--- config.mk ---
export PLATFORM = sky130hd
export DESIGN_NAME = arb_burst_sched
export DESIGN_NICKNAME = d
export VERILOG_FILES = /design/src/rtl/arb_pkg.sv /design/src/rtl/arb_rr_pick.sv /design/src/rtl/arb_burst_sched.sv
export SDC_FILE = /design/constraint.sdc
export NUM_CORES = 1
export LEC_CHECK = 0
export ABC_CLOCK_PERIOD_IN_PS = 5700
export BUFFER_PORTS_ARGS = -buffer_cell sky130_fd_sc_hd__buf_2
export CELL_PAD_IN_SITES_DETAIL_PLACEMENT = 0
export CELL_PAD_IN_SITES_GLOBAL_PLACEMENT = 1
export CORE_MARGIN = 8
export CORE_UTILIZATION = 38
export DETAILED_ROUTE_END_ITERATION = 7
export PLACE_DENSITY = 0.81
export SETUP_SLACK_MARGIN = 0.02
export SLEW_MARGIN = 10
export SYNTH_ARGS = -nofsm -noshare
export SYNTH_HDL_FRONTEND = slang
export SYNTH_SLANG_ARGS = --single-unit
--- constraint.sdc ---
create_clock -name clk -period 5.7 [get_ports clk]
set_input_delay 0.57 -clock clk [delete_from_list [all_inputs] [get_ports clk]]
set_output_delay 0.57 -clock clk [all_outputs]
set_load 0.02 [all_outputs]
--- src/rtl/arb_pkg.sv ---
`default_nettype none
// ============================================================================
// Module   : arb_pkg
// Brief    : Shared types and defaults for the weighted burst scheduler.
// Revision : 1.0
// ============================================================================
package arb_pkg;

    localparam int ARB_NUM_PORTS = 8;
    localparam int ARB_PORT_W    = 3;
    localparam int ARB_WEIGHT_W  = 4;

    localparam logic ARB_SCHEME_RR  = 1'b0;
    localparam logic ARB_SCHEME_WRR = 1'b1;

    typedef enum logic [1:0] {
        IDLE    = 2'd0,
        GRANT   = 2'd1,
        RELEASE = 2'd2
    } arb_state_t;

endpackage
`default_nettype wire

--- src/rtl/arb_rr_pick.sv ---
`default_nettype none
// ============================================================================
// Module   : arb_rr_pick
// Brief    : Combinational rotating-priority pick: first set req bit at or after base.
// Revision : 1.0
// ============================================================================
module arb_rr_pick #(
    parameter int NUM_PORTS = 8,
    parameter int PORT_W    = 3
) (
    input  logic [NUM_PORTS-1:0] req,
    input  logic [PORT_W-1:0]    base,
    output logic                 found,
    output logic [PORT_W-1:0]    idx
);

    logic [2*NUM_PORTS-1:0] req_dbl;
    logic [NUM_PORTS-1:0]   rotated;
    logic [PORT_W-1:0]      offset;

    // Doubling the vector makes a rotate-right a plain part-select.
    assign req_dbl = {req, req};
    assign rotated = req_dbl[base +: NUM_PORTS];

    always_comb begin
        found  = 1'b0;
        offset = '0;
        // Descending scan so the lowest set offset is the last one written.
        for (int k = NUM_PORTS - 1; k >= 0; k--) begin
            if (rotated[k]) begin
                found  = 1'b1;
                offset = PORT_W'(k);
            end
        end
    end

    assign idx = base + offset;

endmodule
`default_nettype wire

--- src/rtl/arb_burst_sched.sv ---
`default_nettype none
// ============================================================================
// Module   : arb_burst_sched
// Brief    : Weighted round-robin burst scheduler with grant-beat-release FSM.
// Revision : 1.0
// ============================================================================
module arb_burst_sched
    import arb_pkg::*;
#(
    parameter int NUM_PORTS = ARB_NUM_PORTS,
    parameter int PORT_W    = ARB_PORT_W,
    parameter int WEIGHT_W  = ARB_WEIGHT_W
) (
    input  logic                          clk,
    input  logic                          reset,
    input  logic [NUM_PORTS-1:0]          port_req,
    input  logic                          cfg_arb_scheme,
    input  logic [NUM_PORTS*WEIGHT_W-1:0] cfg_weight,
    input  logic                          beat_done,
    output logic                          gnt_valid,
    output logic [PORT_W-1:0]             gnt_port,
    output logic [NUM_PORTS-1:0]          gnt_onehot,
    output logic [PORT_W-1:0]             high_priority,
    output logic [WEIGHT_W-1:0]           credit
);

    arb_state_t            state, state_nxt;
    logic                  valid_nxt;
    logic [PORT_W-1:0]     port_nxt;
    logic [NUM_PORTS-1:0]  onehot_nxt;
    logic [PORT_W-1:0]     hp_nxt;
    logic [WEIGHT_W-1:0]   credit_nxt;
    logic                  end_burst;

    logic                  pick_found;
    logic [PORT_W-1:0]     pick_idx;
    logic [WEIGHT_W-1:0]   weights [NUM_PORTS];
    logic [WEIGHT_W-1:0]   pick_weight;

    for (genvar i = 0; i < NUM_PORTS; i++) begin : g_weight
        assign weights[i] = cfg_weight[i*WEIGHT_W +: WEIGHT_W];
    end

    assign pick_weight = weights[pick_idx];

    arb_rr_pick #(
        .NUM_PORTS (NUM_PORTS),
        .PORT_W    (PORT_W)
    ) u_pick (
        .req   (port_req),
        .base  (high_priority),
        .found (pick_found),
        .idx   (pick_idx)
    );

    always_ff @(posedge clk) begin
        if (reset) begin
            state         <= IDLE;
            gnt_valid     <= 1'b0;
            gnt_port      <= '0;
            gnt_onehot    <= '0;
            high_priority <= '0;
            credit        <= '0;
        end else begin
            state         <= state_nxt;
            gnt_valid     <= valid_nxt;
            gnt_port      <= port_nxt;
            gnt_onehot    <= onehot_nxt;
            high_priority <= hp_nxt;
            credit        <= credit_nxt;
        end
    end

    always_comb begin
        state_nxt  = state;
        valid_nxt  = gnt_valid;
        port_nxt   = gnt_port;
        onehot_nxt = gnt_onehot;
        hp_nxt     = high_priority;
        credit_nxt = credit;
        end_burst  = 1'b0;

        case (state)
            IDLE: begin
                if (pick_found) begin
                    state_nxt  = GRANT;
                    valid_nxt  = 1'b1;
                    port_nxt   = pick_idx;
                    onehot_nxt = NUM_PORTS'(1) << pick_idx;
                    if (cfg_arb_scheme == ARB_SCHEME_WRR)
                        credit_nxt = (pick_weight == '0) ? WEIGHT_W'(1) : pick_weight;
                    else
                        credit_nxt = WEIGHT_W'(1);
                end
            end
            GRANT: begin
                // A beat coinciding with a request drop is counted; the grant ends once.
                if (beat_done) begin
                    if (credit == WEIGHT_W'(1))
                        end_burst = 1'b1;
                    else
                        credit_nxt = credit - WEIGHT_W'(1);
                end
                if (!port_req[gnt_port])
                    end_burst = 1'b1;
                if (end_burst) begin
                    state_nxt  = RELEASE;
                    valid_nxt  = 1'b0;
                    port_nxt   = '0;
                    onehot_nxt = '0;
                    credit_nxt = '0;
                    hp_nxt     = gnt_port + PORT_W'(1);
                end
            end
            RELEASE: begin
                state_nxt = IDLE;
            end
            default: begin
                state_nxt  = IDLE;
                valid_nxt  = 1'b0;
                port_nxt   = '0;
                onehot_nxt = '0;
                credit_nxt = '0;
            end
        endcase
    end

endmodule
`default_nettype wire

Yosys cells after proc, flatten, opt, wreduce, memory -nomap -nowiden
Index checks and enable logic that the tools add are counted.

storage, ports and cells
  output and inout bits = 19
  bits of input ports = 44
  logic and storage cells = 72
  bits in registers = 21
  memories kept = 0
  RAM bits = 0
  latch bits = 0
  memory bits (read-only) = 0

operators by class
  $mul = 0
  add/sub/neg operators = 3
  muxes and demuxes = 44
  reduce and logical (&&, ||, !) cells = 6
  div/mod/pow operators = 0
  bitwise logic cells = 2
  $lt $le $gt $ge = 2
  shift-type cells = 2
  equality and inequality tests = 7

operators by type and width
  kind                                                                           number
  4-bit 2-to-1 mux                                                               8
  3-bit 2-to-1 mux                                                               10
  8-bit case mux with 3 select lines                                             1
  8-bit 2-to-1 mux                                                               2
  16-bit by 4-bit variable part select with 8-bit output                         1
  1-bit 2-to-1 mux                                                               15
  4-bit binary-select mux with 3-bit select                                      1
  4-bit case mux with 3 select lines                                             1
  3-bit case mux with 3 select lines                                             1
  1-bit by 3-bit left shift with 8-bit output (first input constant)             1
  3-bit inequality test (second input constant)                                  2
  4-bit by 1-bit equality test with 1-bit output (second input constant)         1
  4-bit >= comparator (second input constant)                                    1
  4-bit zero test                                                                1
  3-bit by 4-bit less-than comparator with 1-bit output (second input constant)  1
  2-bit 2-to-1 mux                                                               2
  2-bit inequality test (second input constant)                                  2
  3-bit NOT with 4-bit output                                                    1
  2-bit case mux with 2 select lines                                             1
  2-bit AND reduction                                                            2
  4-bit AND reduction                                                            1
  4-bit by 1-bit subtractor with 4-bit output (second input constant)            1
  3-bit by 1-bit adder with 3-bit output (second input constant)                 1
  3-bit adder                                                                    1
  other kinds (7)                                                                7

Longest topological paths before layout
Gate-level depths: netlist (run 1).

  word-level depth = 19
  depth in mapped cells = 18

Cells and area by module
A second synthesis (run 1) with hierarchy kept.

second synthesis, totals
  cell total of the unflattened synthesis = 232
  area total of the unflattened synthesis = 2080.7 µm²

modules (own cells, without submodules)
  module           cells an instance  times used  area an instance (µm²)
  arb_burst_sched  161                1           1428.9
  arb_rr_pick      71                 1           651.9

Worst setup path before layout (run 1)
No wires, ideal clock.

  path type = reg2reg
  start = register high_priority[1]
  end = register credit[0]
  period minus slack after synthesis = 4.381 ns
  data arrival time = 4.311 ns
  cell stages (with the launch flop) = 17
  data required time = 5.630 ns
  setup slack = 1.319 ns
  buffers on the path = 4
  path through = dfxtp_1 -> buf_4 -> buf_4 -> mux4_2 -> and2_0 -> a311oi_1 -> o31ai_1 -> o21a_1 -> o32a_1 -> ha_1 -> clkbuf_1 -> clkbuf_1 -> mux4_2 -> nor3_1 -> nor2_1 -> mux2_1 -> a21oi_1

on the way
  cells in the longest elaborated chain, start to end = 19
  elaborated cells on any way between the ends = 29
  classes of those cells = add/sub (1); eq/ne (1); shift (1); mux (23); bitwise (1); reduce/logical (2)

ends and longest elaborated chain
  what                                                    line                   RTL
  from (decl)                                             arb_burst_sched.sv:23  output logic [PORT_W-1:0] high_priority,
  from (signal assigned)                                  arb_burst_sched.sv:69  high_priority <= hp_nxt;
  16-bit by 4-bit variable part select with 8-bit output  arb_rr_pick.sv:23      assign rotated = req_dbl[base +: NUM_PORTS];
  3-bit 2-to-1 mux (8 in a row)                           arb_rr_pick.sv:30      if (rotated[k]) begin
  3-bit adder                                             arb_rr_pick.sv:37      assign idx = base + offset;
  3-bit NOT with 4-bit output (implied by the code)       arb_burst_sched.sv:44  assign pick_weight = weights[pick_idx];
  4-bit binary-select mux with 3-bit select               arb_burst_sched.sv:44
  4-bit 2-to-1 mux (implied by the code) (2 in a row)     arb_burst_sched.sv:44
  4-bit zero test                                         arb_burst_sched.sv:91  credit_nxt = (pick_weight == '0) ? WEIGHT_W'(1) : pick_weight;
  4-bit 2-to-1 mux                                        arb_burst_sched.sv:91
  4-bit 2-to-1 mux                                        arb_burst_sched.sv:90  if (cfg_arb_scheme == ARB_SCHEME_WRR)
  4-bit 2-to-1 mux                                        arb_burst_sched.sv:85  if (pick_found) begin
  4-bit case mux with 3 select lines                      arb_burst_sched.sv:83  case (state)
  to (signal assigned)                                    arb_burst_sched.sv:70  credit <= credit_nxt;
  to (decl)                                               arb_burst_sched.sv:24  output logic [WEIGHT_W-1:0] credit

Parallel ways exist; a longest one is shown, timed or not. The select of a mux whose other input is x is not followed.
A chain may end at the register's enable or synchronous reset.

Worst setup path in the final report (run 1)
Ends and elaborated chain as after synthesis.

==> impl_metrics.py, run 1 <==
metrics = {
    "run_status": {
        "status": "complete, no violations",
    },
    "synthesis": {
        "yosysSeqAreaShare": 0.202,
        "synthFlopType": "dfxtp_1",
        "syn_nets": 282,
        "synth_fa_ha_area_frac": 0.0337,
        "async_flop_share": 0,
        "synthMuxAreaShare": 0.256,
        "synth_xor_area_frac": 0.0163,
        "yosys.area.top_type_share": 0.202,
        "yosys.area_share.simple": 0.172,
        "synth_top_family_by_area": "multiplexers",
        "synth_compound_area_frac": 0.248,
        "synthTopCellsByArea": "dfxtp_1, mux4_2, mux2i_1",
        "ys_warn_count": 0,
        "synth.largest_area_cell": "dfxtp_1",
        "synth-seq-cells": 21,
        "syn_area_mm2": 0.00208,
        "synth.distinct_cells": 61,
        "syn_inst": 233,
        "syn_area_per_cell_um2": 8.91,
        "synth_enable_flop_cells": 0,
    },
    "setup_path": {
        "cp_slowest_stage_delay_ns": 0.75,
        "path_cells": "mux2i_1 -> nand2_1 -> a221oi_1 -> o21ai_1 -> o31ai_1 -> a21boi_1 -> o32a_1 -> ha_1 -> inv_1 -> fa_1 -> mux4_2 -> nor3_1 -> nor2_1 -> mux2_1 -> a21oi_1",
        "startpoint": "high_priority[1]$_SDFFE_PP0P_",
        "worstPathRequired_ns": 5.89,
        "r2r_start": "high_priority[1]$_SDFFE_PP0P_",
        "startpoint_type": "flop",
        "crit_path_max_fanout": 16,
        "path_class": "reg2reg",
        "crit_buf_inv": 1,
        "path_delay_family": "compound AO/OA/AOI/OAI gates",
        "critPathCaptureType": "flop",
        "crit_slowest_cell": "dfxtp_1",
        "crit_arrival_ns": 4.63,
    },
    "route": {
        "via_per_inst": 5.69,
        "dr.first_iter.drc_count": 89,
        "drt-total-wl_um": 5880,
        "drt_first_pass_iters": 4,
        "ant_nets": 0,
        "avgRoutedWirePerCell_um": 16.7,
        "drc": 0,
        "vias": 2008,
    },
    "power_and_ir_drop": {
        "power_frac_seq": 0.230,
        "p_leak_nw": 0.953,
        "combinationalPowerShare": 0.688,
        "pwr_density_cell_mw_per_mm2": 498,
        "p_int_mw": 0.628,
        "ir_worst_vdd_mv": 0.285,
        "p_sw_frac": 0.481,
        "pwr-share-clk": 0.082,
        "p_sw_mw": 0.581,
        "power_mw": 1.21,
    },
    "place": {
        "hpwl_um": 4690,
        "place_congestion": 0.892,
        "dpl.cell_count": 349,
        "numPortBuffers": 62,
    },
    "clocking": {
        "clock_sinks": 21,
        "postCtsSetupRepairBufs": 0,
        "cts_tree": "yes",
        "cts_inserted_buffers": 3,
        "root_buffer": "clkbuf_8",
        "cts_hold_buf": 0,
        "htreeDepth": 1,
        "worstSkewPairLatency_ns": 0.26,
        "clock_path_buffers": 2,
        "clkSlewWorstSetupHoldPaths_ns": 0.08,
        "postCtsResizedCells": 0,
    },
    "floorplan": {
        "design.core.area_mm2": 0.00541,
        "initial_core_util": 0.384,
        "die_y_um": 89.9,
        "ios": 63,
        "die_w_um": 89.9,
        "die-area_mm2": 0.00809,
        "rows": 27,
    },
    "global_routing": {
        "grt_pass1_wl_um": 9870,
        "grt_antenna_before_repair": 0,
        "grt_use_met3": 0.0183,
        "grt_use_met2": 0.256,
        "globalRoute.totalOverflow": 0,
        "grt_max_degree": 21,
        "grt_use_total": 0.141,
        "grt_use_met1": 0.176,
        "gr-max-usage-layer": "met2",
        "grt_pass1_vias": 2017,
    },
    "sta": {
        "slew_viol_final": 0,
        "final-setup-viol-count": 0,
        "rsz0062_at_grt": "no",
        "finalSetupTns_ns": 0,
        "finalCritPeriodShare": 0.779,
        "max_freq_mhz": 225,
        "final.min_clock_period_ns": 4.44,
        "max_slew_margin": 0.483,
        "finClkSkew_ns": 0.00141,
        "hold_viol": 0,
        "tightest_slew_ns": 0.774,
    },
    "finish": {
        "fin_cells": 353,
        "area_delta_synth_final_pct": 16.9,
        "diodes": 0,
        "fin_nets": 331,
        "layout-drive-gt1-share": 0.324,
    },
    "hold_path": {
        "min-delay-start": "gnt_onehot[3]$_SDFFE_PP0P_",
        "hold_path_class": "reg2reg",
    },
    "flow_run": {
        "cap_violations": 0,
    },
}
cells by family after synthesis:
kind of cell             after synthesis
buffers and inverters                 31
flip-flops                            21
adder cells (fa/ha/maj)                5
AND/OR/NAND/NOR                       72
AO/OA/AOI/OAI                         66
XOR/XNOR                               3
multiplexers                          35
power by group through the flow:
stage          Clock, mW  Sequential [mW]  Combinational [mW]
2_1_floorplan          0            0.292               0.652
3_3_place_gp           0            0.281               0.830
3_5_place_dp           0            0.281               0.835
4_1_cts            0.100            0.277               0.838
5_1_grt            0.107            0.289               0.910
6_report          0.0989            0.278               0.831
per-layer routing:
layer,vias to the layer above,share of wire
met5,-,0
met4,0,0.0027
met3,2,0.033
met2,57,0.53
met1,961,0.44
li1,988,-
metrics by stage:
| stage | setup WS (ns) | area, um2 | utilization | hold WS (ns) |
|---|---|---|---|---|
| 6_report | 1.26 | 2430 | 0.449 | 0.462 |
| 2_1_floorplan | 1.32 | 2080 | - | 0.533 |
| 4_1_cts | 1.27 | 2430 | 0.449 | 0.460 |
| 3_5_place_dp | 1.29 | 2380 | 0.441 | 0.447 |
| 3_3_place_gp | 1.42 | 2380 | 0.441 | 0.442 |
| 5_1_grt | 0.819 | 2430 | 0.449 | 0.475 |
path summary, 6_finish.rpt:
| check | endpoint | slack, ns | cells past startpoint |
|---|---|---|---|
| setup / recovery | credit[0]$_SDFFE_PP0P_ | 1.26 | 15 |
| hold / removal | gnt_onehot[3]$_SDFFE_PP0P_ | 0.46 | 2 |
| setup reg to reg | credit[0]$_SDFFE_PP0P_ | 1.26 | 15 |
| hold reg to reg | gnt_onehot[3]$_SDFFE_PP0P_ | 0.46 | 2 |
cell usage after synthesis (2+ instances only):
master	instances
dfxtp_1	21
ha_1	4
o22ai_1	2
o31ai_1	3
nand2b_1	2
nand2_1	14
clkbuf_1	10
a22oi_1	2
o2111ai_1	2
or2_0	2
inv_1	12
a211oi_1	4
a21oi_1	14
mux4_2	13
o211ai_1	3
nor2b_1	3
a311oi_1	2
a22o_1	3
o21ai_1	2
mux2i_1	16
mux2_2	4
or2_1	2
a32o_1	5
or3_1	2
buf_4	3
and2_1	2
xnor2_1	2
nor3b_1	5
o21ai_0	7
nor2_1	22
nor3_1	11
buf_6	2
buf_2	4
sequential cells by signal (all words and copies together), names as in the netlist:
name	cells
gnt_onehot	8
credit	4
gnt_port	3
high_priority	3
state	2
gnt_valid	1
placed cells by master, fill, tap and decap left out, types with 3 or more instances in the layout:
cell type,n
a21oi_1,14
a211oi_1,4
dfxtp_1,21
a32o_1,5
o21ai_0,7
o211ai_1,3
buf_2,62
nor3b_1,5
a22o_1,3
inv_1,12
clkbuf_8,3
mux4_2,13
nor2b_1,3
nor2_1,22
ha_1,4
mux2i_1,16
nand2_1,14
nor3_1,11
o31ai_1,3
mux2_2,4
area by class of cell:
cell class / instances / area [um2]
fillers: 562 / 2980
multi-input cells: 181 / 1510
flip-flops and latches: 21 / 420
inverters: 12 / 45.0
repair buffers: 63 / 318
well taps: 72 / 90.1
clock buffers: 4 / 45.0
worst min-delay path: stages, from the launching register on:
cell and delay, ns:
dfxtp_1 0.32, nand2_1 0.05, a21oi_1 0.05
Power figures use the tool's default switching activity.
==> inputs of run 2 (changes only) <==
- ABC_CLOCK_PERIOD_IN_PS: 5700 -> 4300
- clock period: 5.7 -> 4.3 ns (I/O delays scaled with it)
==> run 2 against run 1 <==
  * Core utilization up 1.3 points
  * Die area unchanged
  * Worst setup slack worse by 0.84 ns
  * Count of clock-buffer cells in the layout down 1
  * Sequential share of layout area down 0.45 points
==> impl_metrics.py, run 2 (synthesized netlist as in run 1, its figures left out) <==
metrics = {
    "setup_path": {
        "startpoint_type": "flop",
        "crit_buf_inv": 1,
        "regToRegEndpoint": "credit[0]$_SDFFE_PP0P_",
        "crit_slowest_cell": "fa_2",
        "critPathCaptureType": "flop",
        "rr_worst_depth": 15,
        "path_class": "reg2reg",
        "reg2reg_setup_slack_ns": 0.42,
        "worstPathRequired_ns": 4.50,
        "path_delay_family": "compound AO/OA/AOI/OAI gates",
        "crit_arrival_ns": 4.08,
        "path_depth": 15,
        "path_cells": "mux2i_1 -> nand2_1 -> a221oi_1 -> o21ai_1 -> o31ai_1 -> a21boi_1 -> o32a_1 -> ha_1 -> inv_1 -> fa_2 -> mux4_2 -> nor3_1 -> nor2_1 -> mux2_1 -> a21oi_1",
        "crit_path_max_fanout": 10,
        "startpoint": "high_priority[1]$_SDFFE_PP0P_",
        "r2r_start": "high_priority[1]$_SDFFE_PP0P_",
        "cp_slowest_stage_delay_ns": 0.66,
    },
    "clocking": {
        "clock_sinks": 21,
        "htreeDepth": 1,
        "root_buffer": "clkbuf_8",
        "cts_hold_buf": 0,
        "clkSlewWorstSetupHoldPaths_ns": 0.08,
        "cts_inserted_buffers": 3,
        "clock_path_buffers": 2,
        "worstSkewPairLatency_ns": 0.26,
        "cts_tree": "yes",
    },
    "run_status": {
        "status": "complete, no violations",
    },
    "route": {
        "drt_first_pass_iters": 5,
        "ant_nets": 0,
        "drt-total-wl_um": 6050,
        "vias": 2060,
        "dr.first_iter.drc_count": 164,
        "avgRoutedWirePerCell_um": 16.7,
        "via_per_inst": 5.69,
        "drc": 0,
    },
    "finish": {
        "nFillCells": 552,
        "fin_cells": 362,
        "layout-drive-gt1-share": 0.355,
        "largest_reg_flops": 8,
        "diodes": 0,
        "reg.largest.list": "gnt_onehot: 8 flops, credit: 4 flops",
        "regMostFlops": "gnt_onehot",
        "final_common_cell": "buf_2",
        "area_delta_synth_final_pct": 20.4,
        "fin_nets": 340,
        "final_area_mm2": 0.00250,
        "final_cell_mix": "buf_2, nor2_1, dfxtp_1, mux2i_1",
    },
    "sta": {
        "setup_ws_ns": 0.416,
        "max_freq_mhz": 257,
        "finalCritPeriodShare": 0.903,
        "rsz0062_at_grt": "no",
        "slew_viol_final": 0,
        "final-setup-viol-count": 0,
        "hold_viol": 0,
        "tightest_slew_ns": 0.677,
        "final.min_clock_period_ns": 3.88,
        "max_slew_margin": 0.546,
        "finalSetupTns_ns": 0,
        "finClkSkew_ns": 0.00519,
    },
    "power_and_ir_drop": {
        "p_leak_nw": 1.00,
        "ir_worst_vdd_mv": 0.374,
        "pwr_density_cell_mw_per_mm2": 665,
    },
    "floorplan": {
        "ios": 63,
        "die-area_mm2": 0.00809,
        "die_w_um": 89.9,
        "die_y_um": 89.9,
        "design.core.area_mm2": 0.00541,
        "initial_core_util": 0.384,
        "rows": 27,
    },
    "place": {
        "place_congestion": 0.904,
        "pre_cts_slack_ns": 0.236,
        "dpl.cell_count": 358,
        "numPortBuffers": 62,
        "placed_area_mm2": 0.00245,
        "hpwl_um": 4880,
    },
    "hold_path": {
        "min-delay-start": "gnt_onehot[3]$_SDFFE_PP0P_",
        "whs_path_depth": 2,
        "hold_path_end": "gnt_onehot[3]$_SDFFE_PP0P_",
        "hold_path_class": "reg2reg",
    },
    "global_routing": {
        "grt_use_total": 0.146,
        "grt_antenna_before_repair": 0,
        "grt_pass1_vias": 2143,
        "grt_max_degree": 19,
        "grt_pass1_wl_um": 10100,
        "globalRoute.totalOverflow": 0,
    },
    "flow_run": {
        "cap_violations": 0,
    },
}
-- run 2: power breakdown --
| part | total [mW] | switching, mW | internal, mW | leakage [nW] |
|---|---|---|---|---|
| clock | 0.127 | 0.0630 | 0.0644 | 0.0255 |
| combinational | 1.19 | 0.633 | 0.553 | 0.804 |
| sequential | 0.349 | 0.0897 | 0.259 | 0.172 |
| total | 1.66 | 0.786 | 0.876 | 1.00 |
-- run 2: repair_timing --
| action | in CTS | in global routing |
|---|---|---|
| setup buffers | 0 | 0 |
| resized for setup | 0 | 2 |
| setup endpoints to repair | 0 | 1 |
-- run 2: tightest hold or removal path, cell delays in order (launching register included) --
cell and delay, ns:
dfxtp_1 0.32, nand2_1 0.05, a21oi_1 0.06
-- run 2: metal layers --
| layer | global-route usage | wire, um | vias up |
|---|---|---|---|
| li1 | - | - | 1001 |
| met1 | 0.178 | 2640 | 995 |
| met2 | 0.264 | 3110 | 58 |
| met3 | 0.0183 | 240 | 6 |
| met4 | 0.0388 | 58 | 0 |
| met5 | 0 | 0 | - |
-- run 2: layout make-up --
type / count / area (um2) / area share
Inverter: 12 / 45.0 / 0.0180
Tap cell: 72 / 90.1 / 0.0360
Multi-Input combinational cell: 181 / 1510 / 0.605
Clock buffer: 3 / 41.3 / 0.0165
Timing Repair Buffer: 72 / 385 / 0.154
Clock inverter: 1 / 5.00 / 0.00200
Sequential cell: 21 / 422 / 0.169
-- run 2: worst max-delay path by stage --
| stage | endpoint | slack (ns) |
|---|---|---|
| after floorplan | credit[0]$_SDFFE_PP0P_ | 0.06 |
| after global placement | credit[0]$_SDFFE_PP0P_ | 0.27 |
| after detailed placement | credit[0]$_SDFFE_PP0P_ | 0.24 |
| after CTS | credit[0]$_SDFFE_PP0P_ | 0.20 |
| after global routing | credit[0]$_SDFFE_PP0P_ | 0.06 |
| final | credit[0]$_SDFFE_PP0P_ | 0.42 |
-- run 2: metrics by stage --
stage / util / hold slack [ns] / total power [mW]
floorplan: - / 0.533 / 1.25
global placement: 0.453 / 0.444 / 1.53
detailed placement: 0.453 / 0.457 / 1.53
CTS: 0.462 / 0.480 / 1.67
global route: 0.463 / 0.500 / 1.80
finish: 0.463 / 0.474 / 1.66
